File: config.mk
export PLATFORM = sky130hd
export DESIGN_NAME = soc_lsu_master
export DESIGN_NICKNAME = d
export VERILOG_FILES = /design/src/rtl/soc_lsu_pkg.sv /design/src/rtl/soc_lsu_align.sv /design/src/rtl/soc_lsu_master.sv
export SDC_FILE = /design/constraint.sdc
export NUM_CORES = 1
export LEC_CHECK = 0
export BUFFER_PORTS_ARGS = -buffer_cell sky130_fd_sc_hd__buf_4
export CAP_MARGIN = 20
export CORE_MARGIN = 2
export CORE_UTILIZATION = 40
export DETAILED_ROUTE_END_ITERATION = 7
export PLACE_DENSITY = 0.71
export RECOVER_POWER = 50
export SLEW_MARGIN = 15
export SYNTH_ARGS = -nofsm -noshare
export SYNTH_HDL_FRONTEND = slang
export SYNTH_HIERARCHICAL = 1
export SYNTH_SLANG_ARGS = --single-unit
File: constraint.sdc
create_clock -name i_clk -period 1.7 [get_ports i_clk]
set_input_delay 0.34 -clock i_clk [delete_from_list [all_inputs] [get_ports i_clk]]
set_output_delay 0.34 -clock i_clk [all_outputs]
set_load 0.01 [all_outputs]
File: src/rtl/soc_lsu_pkg.sv
`default_nettype none
// ============================================================================
// Module      : soc_lsu_pkg
// Description : Shared types and helpers for the SoC load/store initiator:
//               access-size and FSM state encodings, byte-enable generation
//               and request legality checks.
// Revision    : 1.0 - initial release
// ============================================================================
package soc_lsu_pkg;

    // Core access size, encoded exactly as the i_size request field
    typedef enum logic [1:0] {
        SZ_BYTE = 2'b00,
        SZ_HALF = 2'b01,
        SZ_WORD = 2'b10,
        SZ_ILL  = 2'b11
    } lsu_size_e;

    // Initiator FSM states
    typedef enum logic [1:0] {
        ST_IDLE    = 2'b00,
        ST_ACCESS  = 2'b01,
        ST_RD_WAIT = 2'b10,
        ST_RESP    = 2'b11
    } lsu_state_e;

    localparam int C_WORD_W = 32;
    localparam int C_BE_W   = 4;

    // Byte lanes touched by an access of the given size at byte offset ofs
    function automatic logic [C_BE_W-1:0] lsu_byte_en(input lsu_size_e size,
                                                      input logic [1:0] ofs);
        logic [C_BE_W-1:0] be;
        case (size)
            SZ_BYTE: be = 4'b0001 << ofs;
            SZ_HALF: be = ofs[1] ? 4'b1100 : 4'b0011;
            SZ_WORD: be = 4'b1111;
            default: be = 4'b0000;
        endcase
        return be;
    endfunction

    // Size encoding is illegal or the offset is not naturally aligned
    function automatic logic lsu_size_bad(input lsu_size_e size,
                                          input logic [1:0] ofs);
        logic bad;
        case (size)
            SZ_BYTE: bad = 1'b0;
            SZ_HALF: bad = ofs[0];
            SZ_WORD: bad = (ofs != 2'b00);
            default: bad = 1'b1;
        endcase
        return bad;
    endfunction

endpackage : soc_lsu_pkg
`default_nettype wire

File: src/rtl/soc_lsu_align.sv
`default_nettype none
// ============================================================================
// Module      : soc_lsu_align
// Description : Combinational data formatter. Store side produces byte
//               enables and lane-replicated write data; load side shifts the
//               addressed bytes down to bit 0 and sign/zero extends them.
// Revision    : 1.0 - initial release
// ============================================================================
module soc_lsu_align
    import soc_lsu_pkg::*;
(
    input  lsu_size_e   i_size,
    input  logic [1:0]  i_ofs,
    input  logic        i_unsigned,
    input  logic [31:0] i_wdata,
    input  logic [31:0] i_rdata,
    output logic [3:0]  o_be,
    output logic [31:0] o_wr_data,
    output logic [31:0] o_ld_data
);

    logic [31:0] w_shifted;

    assign o_be      = lsu_byte_en(i_size, i_ofs);
    assign w_shifted = i_rdata >> {i_ofs, 3'b000};

    // Replicate the LSB-justified store data into every lane it may land in
    always_comb begin
        o_wr_data = i_wdata;
        case (i_size)
            SZ_BYTE: o_wr_data = {4{i_wdata[7:0]}};
            SZ_HALF: o_wr_data = {2{i_wdata[15:0]}};
            default: o_wr_data = i_wdata;
        endcase
    end

    // Extend the shifted load bytes to a full word
    always_comb begin
        o_ld_data = w_shifted;
        case (i_size)
            SZ_BYTE: o_ld_data = {{24{w_shifted[7]  & ~i_unsigned}}, w_shifted[7:0]};
            SZ_HALF: o_ld_data = {{16{w_shifted[15] & ~i_unsigned}}, w_shifted[15:0]};
            default: o_ld_data = w_shifted;
        endcase
    end

endmodule : soc_lsu_align
`default_nettype wire

File: src/rtl/soc_lsu_master.sv
`default_nettype none
// ============================================================================
// Module      : soc_lsu_master
// Description : Load/store initiator. Accepts one core byte/half/word request
//               at a time, issues a single word-aligned access on the SoC RAM
//               port (stalling on busy), and returns a one-cycle response with
//               aligned, extended load data or an error flag.
// Revision    : 1.0 - initial release
// ============================================================================
module soc_lsu_master
    import soc_lsu_pkg::*;
#(
    parameter logic [31:0] P_ADDR_BASE = 32'h1000_0000,
    parameter logic [31:0] P_ADDR_MASK = 32'hffff_f000
) (
    input  logic        i_clk,
    input  logic        i_rst,
    input  logic        i_req,
    input  logic        i_we,
    input  logic [1:0]  i_size,
    input  logic        i_unsigned,
    input  logic [31:0] i_addr,
    input  logic [31:0] i_wdata,
    output logic        o_ready,
    output logic        o_valid,
    output logic        o_err,
    output logic [31:0] o_rdata,
    output logic [29:0] o_mem_addr,
    output logic [3:0]  o_mem_be,
    output logic        o_mem_wr_en,
    output logic [31:0] o_mem_wr_data,
    output logic        o_mem_rd_en,
    input  logic [31:0] i_mem_rd_data,
    input  logic        i_mem_busy,
    input  logic        i_mem_ack
);

    lsu_state_e  r_state;
    lsu_state_e  w_state_nxt;

    logic        r_we;
    lsu_size_e   r_size;
    logic        r_unsigned;
    logic [31:0] r_addr;
    logic [31:0] r_wdata;
    logic        r_err;
    logic [31:0] r_rdata;

    logic        w_accept;
    logic        w_req_err;
    logic        w_in_access;
    logic [3:0]  w_be;
    logic [31:0] w_wr_data;
    logic [31:0] w_ld_data;

    // The acknowledge is informational only; progress is governed by busy
    logic        w_unused_ack;
    assign w_unused_ack = i_mem_ack;

    assign w_accept  = (r_state == ST_IDLE) && i_req;
    assign w_req_err = lsu_size_bad(lsu_size_e'(i_size), i_addr[1:0])
                     || ((i_addr & P_ADDR_MASK) != P_ADDR_BASE);

    soc_lsu_align u_align (
        .i_size     (r_size),
        .i_ofs      (r_addr[1:0]),
        .i_unsigned (r_unsigned),
        .i_wdata    (r_wdata),
        .i_rdata    (i_mem_rd_data),
        .o_be       (w_be),
        .o_wr_data  (w_wr_data),
        .o_ld_data  (w_ld_data)
    );

    // State register
    always_ff @(posedge i_clk) begin
        if (i_rst) begin
            r_state <= ST_IDLE;
        end else begin
            r_state <= w_state_nxt;
        end
    end

    // Next-state decode and state-derived outputs
    always_comb begin
        w_state_nxt = r_state;
        o_ready     = 1'b0;
        o_valid     = 1'b0;
        w_in_access = 1'b0;
        case (r_state)
            ST_IDLE: begin
                o_ready = 1'b1;
                if (i_req) begin
                    w_state_nxt = w_req_err ? ST_RESP : ST_ACCESS;
                end
            end
            ST_ACCESS: begin
                w_in_access = 1'b1;
                if (!i_mem_busy) begin
                    w_state_nxt = r_we ? ST_RESP : ST_RD_WAIT;
                end
            end
            ST_RD_WAIT: begin
                w_state_nxt = ST_RESP;
            end
            ST_RESP: begin
                o_valid     = 1'b1;
                w_state_nxt = ST_IDLE;
            end
            default: begin
                w_state_nxt = ST_IDLE;
            end
        endcase
    end

    // Capture request fields when a request is accepted
    always_ff @(posedge i_clk) begin
        if (i_rst) begin
            r_we       <= 1'b0;
            r_size     <= SZ_BYTE;
            r_unsigned <= 1'b0;
            r_addr     <= '0;
            r_wdata    <= '0;
        end else if (w_accept) begin
            r_we       <= i_we;
            r_size     <= lsu_size_e'(i_size);
            r_unsigned <= i_unsigned;
            r_addr     <= i_addr;
            r_wdata    <= i_wdata;
        end
    end

    // Response registers update only on entry to RESP so they hold between responses
    always_ff @(posedge i_clk) begin
        if (i_rst) begin
            r_err   <= 1'b0;
            r_rdata <= '0;
        end else begin
            if (w_accept && w_req_err) begin
                r_err   <= 1'b1;
                r_rdata <= '0;
            end else if ((r_state == ST_ACCESS) && !i_mem_busy && r_we) begin
                r_err   <= 1'b0;
                r_rdata <= '0;
            end else if (r_state == ST_RD_WAIT) begin
                r_err   <= 1'b0;
                r_rdata <= w_ld_data;
            end
        end
    end

    assign o_err   = r_err;
    assign o_rdata = r_rdata;

    // Memory port is quiet outside ACCESS; all fields held stable during busy
    assign o_mem_addr    = w_in_access ? r_addr[31:2] : '0;
    assign o_mem_be      = w_in_access ? w_be         : '0;
    assign o_mem_wr_en   = w_in_access &&  r_we;
    assign o_mem_rd_en   = w_in_access && !r_we;
    assign o_mem_wr_data = (w_in_access && r_we) ? w_wr_data : '0;

endmodule : soc_lsu_master
`default_nettype wire

Word-level counts from Yosys, hierarchy flattened

Index checks and enable logic that the tools add are counted.

Bits in registers: 103
Output and inout bits: 103
Word-level logic and storage cells: 58

Equal/unequal tests: 10
Shift operators: 2
Mux-type cells: 19
Bitwise gates (word level): 3
Reductions and logical operators: 16

Operator list:

| cell                                                    | number |
|---|---|
| case mux 32 bit (2 select lines)                        | 2 |
| 2-to-1 mux 32 bit                                       | 1 |
| right shift 32 x 5 -> 32 bit                            | 1 |
| 2-to-1 mux 30 bit                                       | 1 |
| inequality test 20 x 17 -> 1 bit, second input constant | 1 |
| case mux 4 bit (3 select lines)                         | 1 |
| equality test 2 bit, second input constant              | 4 |
| 2-to-1 mux 4 bit                                        | 2 |
| case mux 2 bit (4 select lines)                         | 1 |
| 2-to-1 mux 1 bit                                        | 7 |
| equality test 2 x 1 -> 1 bit, second input constant     | 3 |
| logical AND 1 bit                                       | 6 |
| logical NOT 2 bit                                       | 3 |
| 2-to-1 mux 2 bit                                        | 3 |
| inequality test 2 bit, second input constant            | 2 |
| left shift 1 x 2 -> 4 bit, first input constant         | 1 |
| case mux 1 bit (3 select lines)                         | 1 |
| nonzero test 3 bit                                      | 1 |
| OR reduction 3 bit                                      | 1 |
| bitwise AND 1 bit                                       | 2 |
| logical NOT 1 bit                                       | 2 |
| AND reduction 2 bit                                     | 1 |
| nonzero test 2 bit                                      | 1 |
| logical OR 1 bit                                        | 1 |
| inverter 1 bit                                          | 1 |

Logic depth before layout (Yosys ltp)

Gate-level depths: netlist of the first run.

Depth after elaboration: 6
Depth in mapped cells: 8
Gate-level depth less buffers: 5

By module

The synthesis of the first run kept the hierarchy.

By module, submodules not included:

| module         | times used | cells each | area each (um^2) | sequential area each (um^2) |
|---|---|---|---|---|
| soc_lsu_master | 1          | 514        | 4491.8           | 2062.0 |
| soc_lsu_align  | 1          | 188        | 1312.5           | 0.0 |

Least setup slack after synthesis of the first run

Ideal clock, no wire load.

Kind: reg2out
From: register r_size[0]
To: output o_mem_wr_data[14]
Arrival time: 1.471 ns
Required time: 1.360 ns
Slack: -0.111 ns
Stages on the path, launching flop included: 6
Path buffers: 2
Path through: dfxtp_1 -> buf_2 -> nor2_2 -> buf_2 -> mux2_2 -> and3_1

Cells in the longest elaborated chain, start to end: 3
Elaborated cells between the ends (all ways): 4
Those cells by class: 1 x eq/ne; 2 x mux; 1 x reduce/logical

RTL lines:

| what                                                                     | line                  | source |
|---|---|---|
| from (decl)                                                              | soc_lsu_master.sv:42  | `lsu_size_e r_size;` |
| from (signal assigned)                                                   | soc_lsu_master.sv:126 | `r_size <= lsu_size_e'(i_size);` |
| equality test 2 x 1 -> 1 bit / logical NOT 2 bit (equally long branches) | soc_lsu_align.sv:30   | `case (i_size)` |
| case mux 32 bit (2 select lines) (*)                                     | soc_lsu_align.sv:30   |  |
| named net w_wr_data[14]                                                  | soc_lsu_master.sv:53  | `logic [31:0] w_wr_data;` |
| 2-to-1 mux 32 bit (*)                                                    | soc_lsu_master.sv:160 | `assign o_mem_wr_data = (w_in_access && r_we) ? w_wr_data : '0;` |
| to (decl)                                                                | soc_lsu_master.sv:31  | `output logic [31:0] o_mem_wr_data,` |

The timed path passes the listed nets; every way through them passes the cells marked *.

Worst setup path after layout of the first run

Ends and elaborated chain as after synthesis.

==> impl_results.md, run 1 <==
* Status: finished, violations left
* Failing checks: negative setup slack
* Htree depth at 3
* Share of the synthesized area in the top cell type at 35.52%
* Pwr/cell area at 1260 nW/um^2
* Bufs on Longest Clock Path at 2
* FF+latch area at 2076 sq um
* Syn Area/Cell at 8.268 sq um
* VDD IR max at 0.0007029 V
* Slew Viols, Final at 0
* Core box area at 14,370 sq um
* Area of the multi-input gates at 3780 sq um
* Tcrit/Tclk final at 113.1%
* Drt first-iter violations at 329
* Mapped cell area at between 5000 and 6000 sq um
* Most frequent cells in the layout: nand2_1, buf_4, dfxtp_1, a21oi_1, buf_6
* R2R depth at 8
* R2r setup slk at -160 ps
* Cells after Synth at 702
* Largest cells by area after synthesis: dfxtp_1, nand2_1, mux2i_1
* Fraction of layout instances using a drive strength above 1 at between 40% and 50%
* Worst endpoint data arrival time at 1580 ps
* Endpoints failing setup at 84
* Pleak at about 3.7 nW
* Post-route minimum period at 1922 ps
* CP Max Fanout at 7
* Worst Tran Pin Value at 549.5 ps
* Residual DRC at 0
* Syn nets at 812
* Yosys top cell by area: dfxtp_1
* CP max stage cell: dfxtp_4
* Num rows at 44
* Min-delay worst type: in -> reg
* Gr usage total at 23.04%
* Worst hold path stage count at 3
* Synth cell types at 46
* Crit path buf inv count at 2
* Via count at between 5,000 and 6,000
* First-pass GRT wire length at 29,370 um
* Root Buffer: clkbuf_16
* Top_reg_cell synth: dfxtp_1
* Num CTS Buffers at 9
* Clk slew on worst S/H paths at 80 ps
* CP Data Required Time at 1360 ps
* Sequential fraction of the synthesis area at 35.52%
* Stages on worst setup path at 5
* End of the worst register-to-register path: o_rdata[23]$_SDFFE_PP0P_
* Gr ovfl total at 0
* # fillers at 1,242
* Wire per inst at 17.61 um
* Pwr Total at 11.32 mW
* Vias in the first global route at 5,618
* Commonest non-fill, non-tap cell in the layout: nand2_1
* Clock Skew at around 7.0 ps
* CP Launch Point: r_size[0]$_SDFFE_PP0N_
* Clock latency on the worst-skew pair at 350 ps
* FF+latch count, synth at about 100
* Slew HR at between 60% and 70%
* MaxCap Viol Count at 0
* RSZ-0062 raised after global routing: true
* Die H at between 100 and 150 um
* CTS tree: built
* Post-synth EDFFs at 0
* Die area at 15,490 sq um
* Placer Congestion at 0.8707
* CP cell instances: nor2_4 -> buf_12 -> mux2_4 -> and3_4 -> buf_6
* Crit end category: primary output
* ANT nets after route at 0
* WS Path Type: reg -> out
* Asr flop ratio synth at 0%
* Pin count of the biggest net entering global routing at 69
* Start of the worst register-to-register path: r_size[0]$_SDFFE_PP0N_
* Ys Warns at 6
* F_max at roughly 520 MHz
* ANT cells at 0
* Final Routed Wirelength at 19,480 um
* IO buf count at approximately 210
* Post-DP HPWL at 12,130 um
* Startpoint types: flop
* I/O Pins at 208
* Initial antenna violation count at 0
* Drt first pass iters at 6
* Final nets at 1,027
* Final Worst Setup Slack at -222.4 ps
* Die Wd at roughly 120 um
* Delay-heaviest family, CP: flip-flops
* Layout Utilization at 62.49%
* Total clock sinks at 103
* End of the critical path: o_mem_wr_data[14]
* CP peak stage delay at 380 ps
* Final Hold Fails at 0
* Initial Utilization at approximately two fifths
* Area growth syn-to-layout at 54.69%
* Via density at about 5.2
==> metrics by stage <==
| step | cells | setup TNS [ps] | worst slack (ps) | hold WS [ps] | area [sq um] |
|---|---|---|---|---|---|
| final | 1106 | -10920 | -222.4 | 228.5 | 8979 |
| after global routing | 1106 | -15890 | -267.0 | 230.0 | 8979 |
| after CTS | 1100 | -12990 | -233.2 | 220.7 | 8675 |
| after detailed placement | 1065 | -3696 | -219.6 | 441.8 | 7679 |
| after global placement | 1065 | -3656 | -133.0 | 436.6 | 7679 |
| after floorplan | 702 | 0 | 8.845 | 431.7 | 5813 |
==> routing by layer <==
metal / vias up / global-route usage, % / wire (um)
met5: - / 0 / 0
met3: 24 / 6.057 / 1213
met4: 0 / 7.931 / 374
met2: 179 / 38.38 / 9711
li1: 2848 / - / -
met1: 2747 / 28.87 / 8177
==> cell families (layout without fill, tap and decap cells) <==
group	after synthesis	count (layout)	synth area share, %
DFF	103	103	35.52
xor gates and xnor gates	1	1	0.1509
muxes	77	77	13.84
and+or+nand+nor	309	309	30.37
buffers and inverters	77	297	6.510
AOI/OAI and AO/OA	130	130	12.52
adders and majority gates	5	5	1.078
==> worst min path at each step <==
stage	startpoint	end
floorplan	r_addr[10]$_SDFFE_PP0N_	r_addr[10]$_SDFFE_PP0N_
global placement	r_addr[28]$_SDFFE_PP0N_	r_addr[28]$_SDFFE_PP0N_
detailed placement	r_addr[28]$_SDFFE_PP0N_	r_addr[28]$_SDFFE_PP0N_
CTS	i_addr[8]	r_addr[8]$_SDFFE_PP0N_
global route	i_addr[6]	r_addr[6]$_SDFFE_PP0N_
finish	i_addr[10]	r_addr[10]$_SDFFE_PP0N_
==> synthesized netlist by cell type, types with 2 or more instances <==
library cell    n
a211oi_1        7
a21oi_1        96
a22oi_1         8
and2_1         36
and3_1         32
buf_1           6
buf_2          20
buf_4           9
buf_6           4
clkbuf_1       31
dfxtp_1       103
ha_1            5
inv_1           7
mux2_2         26
mux2i_1        51
nand2_1       154
nand2b_1        2
nand3_1         8
nand4_1         9
nand4b_1        2
nor2b_1        10
nor3_1          2
nor3b_1         3
nor3b_2        30
nor4_1          2
nor4_2          2
o21ai_0        11
or2_1           2
or2_2           7
==> flip-flops by register name (all words and copies together) (netlist names) <==
signal,flops
r_wdata,32
o_rdata,32
r_unsigned,1
r_we,1
o_err,1
r_state,2
r_addr,32
r_size,2
==> final cells by class <==
type                       count  share of cell area, %
multi-input combinational    522                  42.10
timing repair buffer         274                  28.09
sequential                   103                  23.12
tap                          184                  2.564
clock buffer                  10                  2.550
clock inverter                 6                  1.282
inverter                       7                 0.2926
==> what timing repair did <==
| action | 4_1_cts | 5_1_grt |
|---|---|---|
| pin swaps | 16 | 29 |
| setup buffers | 12 | 6 |
| hold buffers | 0 | 0 |
| setup endpoints to repair | 87 | 107 |
| resized for setup | 106 | 100 |
| gates cloned | 7 | 6 |
==> worst reg2reg max path: cells and delay by family (launching register included) <==
family	cells	cell delay (ps)
multiplexers	1	110
flip-flops	1	380
XOR/XNOR	1	120
AND/OR/NAND/NOR	3	740
buffers and inverters	3	430
==> report_power, final <==
group / total, mW / leakage [nW] / switching (mW) / internal [mW]
Combinational: 5.70 / 2.72 / 2.85 / 2.85
Sequential: 3.19 / 0.844 / 0.333 / 2.86
Clock: 2.42 / 0.164 / 0.969 / 1.45
Total: 11.3 / 3.73 / 4.16 / 7.16
Note: power is estimated with default switching activity, not from simulation.
==> run 2, diff against run 1 <==
--- a/config.mk
+++ b/config.mk
@@ -9,6 +9,7 @@
 export CAP_MARGIN = 20
 export CORE_MARGIN = 2
 export CORE_UTILIZATION = 40
+export CTS_BUF_LIST = sky130_fd_sc_hd__clkbuf_4 sky130_fd_sc_hd__clkbuf_8
 export DETAILED_ROUTE_END_ITERATION = 7
 export PLACE_DENSITY = 0.71
 export RECOVER_POWER = 50
==> run 2 against run 1 <==
Net effect:
- the run still ends with negative setup slack left
- fmax is 1.8% lower
- combinational power down 2%
- sequential cell count unchanged
- critical path type unchanged
- highest routed layer unchanged
==> impl_results.md, run 2 (synthesis gave the netlist of run 1 again) <==
* Drt first pass iters at 7 (+1)
* WS Path Type: reg -> out
* Endpoints failing setup at 84 (unchanged)
* Post-route minimum period at 1957 ps (+34.97 ps)
* Delay-heaviest family, CP: flip-flops
* CP peak stage delay at 390 ps (about the same)
* R2r setup slk at -100 ps (+60 ps)
* CP Data Required Time at 1360 ps (about the same)
* Fraction of layout instances using a drive strength above 1 at 44.82% (about the same)
* ANT nets after route at 0 (unchanged)
* Worst endpoint data arrival time at 1620 ps (+40 ps)
* Num rows at 44 (unchanged)
* End of the critical path: o_mem_wr_data[14]
* F_max at 510.9 MHz (-1.8%)
* Bufs on Longest Clock Path at 2 (unchanged)
* Final nets at 1,031 (+0.39%)
* Most frequent cells in the layout: nand2_1, buf_4, dfxtp_1, a21oi_1, buf_6
* ANT cells at 0 (unchanged)
* Htree depth at 3 (unchanged)
* DP Worst Slack at -219.6 ps (unchanged)
* Die area at 15,490 sq um (unchanged)
* Area growth syn-to-layout at 52.75%
* Post-DP HPWL at 12,130 um (unchanged)
* M3 GR Usage at 6.916% (+0.86 points)
* Total clock sinks at 103 (unchanged)
* Gr ovfl total at 0 (unchanged)
* CTS tree: built
* Gr usage total at 22.96% (-0.082 points)
* Pleak at 3.703 nW (-0.80%)
* Initial Utilization at 40.40% (unchanged)
* CP Max Fanout at 7 (unchanged)
* Residual DRC at 0 (unchanged)
* Slew Viols, Final at 0 (unchanged)
* Clock Skew at 9.949 ps (+2.980 ps)
* Initial antenna violation count at 0 (unchanged)
* GR Util met2 at 37.80% (-0.58 points)
* Most used routing layer: met2
* I/O Pins at 208 (unchanged)
* Via count at 5,845 (+0.81%)
* Drt first-iter violations at 416 (+26%)
* Clk slew on worst S/H paths at 110 ps (+30 ps)
* Final Worst Setup Slack at -257.4 ps (-34.97 ps)
* Pin count of the biggest net entering global routing at 69 (unchanged)
* R2R depth at 8 (unchanged)
* Final Routed Wirelength at 20,100 um (+3.2%)
* Vias in the first global route at 5,603 (-0.27%)
* VDD IR max at 0.0005956 V (-15%)
* IO buf count at 206 (unchanged)
* CP max stage cell: dfxtp_4
* Pwr/cell area at 1204 nW/um^2 (-4.5%)
* Stages on worst setup path at 5 (unchanged)
* Wire per inst at 18.11 um (+2.8%)
* Cts hold-fix bufs at 0 (unchanged)
* RSZ-0062 raised after global routing: true
* Grt met1 use at 28.89% (about the same)
* Start of the worst register-to-register path: r_size[0]$_SDFFE_PP0N_
* MaxCap Viol Count at 0 (unchanged)
* Via density at 5.266 (+0.45%)
* Non-filler instance count after layout at 1,110 (+0.36%)
* Crit path buf inv count at 2 (unchanged)
* Die H at 124.5 um (unchanged)
* Die Wd at 124.5 um (unchanged)
* Core box area at 14,370 sq um (unchanged)
* Root Buffer: clkbuf_8
* Worst Tran Pin Value at 542.2 ps (-7.226 ps)
* CP Launch Point: r_size[0]$_SDFFE_PP0N_
* Tcrit/Tclk final at 115.1% (+2.1 points)
* Final Hold Fails at 0 (unchanged)
* Crit end category: primary output
* Placed cells at 1,065 (unchanged)
* Placer Congestion at 0.8707 (unchanged)
* First-pass GRT wire length at 29,280 um (-0.28%)
* Status: finished, violations left
* Hold slack at 192.4 ps (-36.18 ps)
* Slew HR at 63.78% (+0.48 points)
* CP cell instances: nor2_4 -> buf_12 -> mux2_4 -> and3_4 -> buf_6
* Num CTS Buffers at 9 (unchanged)
* Failing checks: negative setup slack
* End of the worst register-to-register path: o_rdata[17]$_SDFFE_PP0P_
* Clock latency on the worst-skew pair at 380 ps (+30 ps)
* Startpoint types: flop
* Min-delay worst type: in -> reg
run 2: changes by cell type in the layout (fill, tap and decap cells not counted), moves of 2 or more:
cell       change
buf_4          +9
clkbuf_8       +9
clkbuf_16      -7
buf_6          -6
buf_16         -2
mux2_2         +2
mux2_4         -2
mux2i_1        +2
mux2i_2        -2
run 2: how the worst min path moves through the flow:
stage | start | to | slack, ps | depth (start not counted)
after CTS | i_addr[8] | r_addr[8]$_SDFFE_PP0N_ | 180 | 3
after global routing | i_wdata[18] | r_wdata[18]$_SDFFE_PP0N_ | 180 | 3
after detailed placement | r_addr[28]$_SDFFE_PP0N_ | r_addr[28]$_SDFFE_PP0N_ | 440 | 2
after global placement | r_addr[28]$_SDFFE_PP0N_ | r_addr[28]$_SDFFE_PP0N_ | 440 | 2
after floorplan | r_addr[10]$_SDFFE_PP0N_ | r_addr[10]$_SDFFE_PP0N_ | 430 | 2
final | i_addr[10] | r_addr[10]$_SDFFE_PP0N_ | 190 | 3
run 2: area by class of cell:
class	count	area (sq um)
Tap cell	184	230.2
Clock inverter	6	115.1
Fill cell	1278	5503
Sequential cell	103	2079
Inverter	7	26.28
Multi-Input combinational cell	522	3751
Timing Repair Buffer	278	2532
Clock buffer	10	131.4
run 2: what timing repair did:
action                     CTS  global route
resized for setup          104            89
setup buffers               14             7
setup endpoints to repair   87           121
gates cloned                 7            10
pin swaps                   15            34
run 2: through the flow:
stage,total power [mW],cell area (sq um),utilization (%),TNS (ps)
6_report,10.67,8866,61.70,-12800
5_1_grt,11.30,8866,61.70,-19080
4_1_cts,10.38,8571,59.65,-15780
3_5_place_dp,7.507,7679,53.44,-3696
3_3_place_gp,7.444,7679,53.44,-3656
2_1_floorplan,5.955,5813,-,0
run 2: metal layers:
layer / part of all wire (%) / vias up
met4: 2.4 / 0
met1: 42 / 2760
li1: - / 2849
met3: 7.2 / 32
met5: 0 / -
met2: 49 / 204
run 2: tightest hold or removal path: stages:
cell	delay, ps
buf_4	110
nand2_1	40
a21oi_1	50
run 2: where the power goes:
group	switching, mW	internal [mW]
combinational	2.85	2.73
clock	0.901	1.01
sequential	0.326	2.86
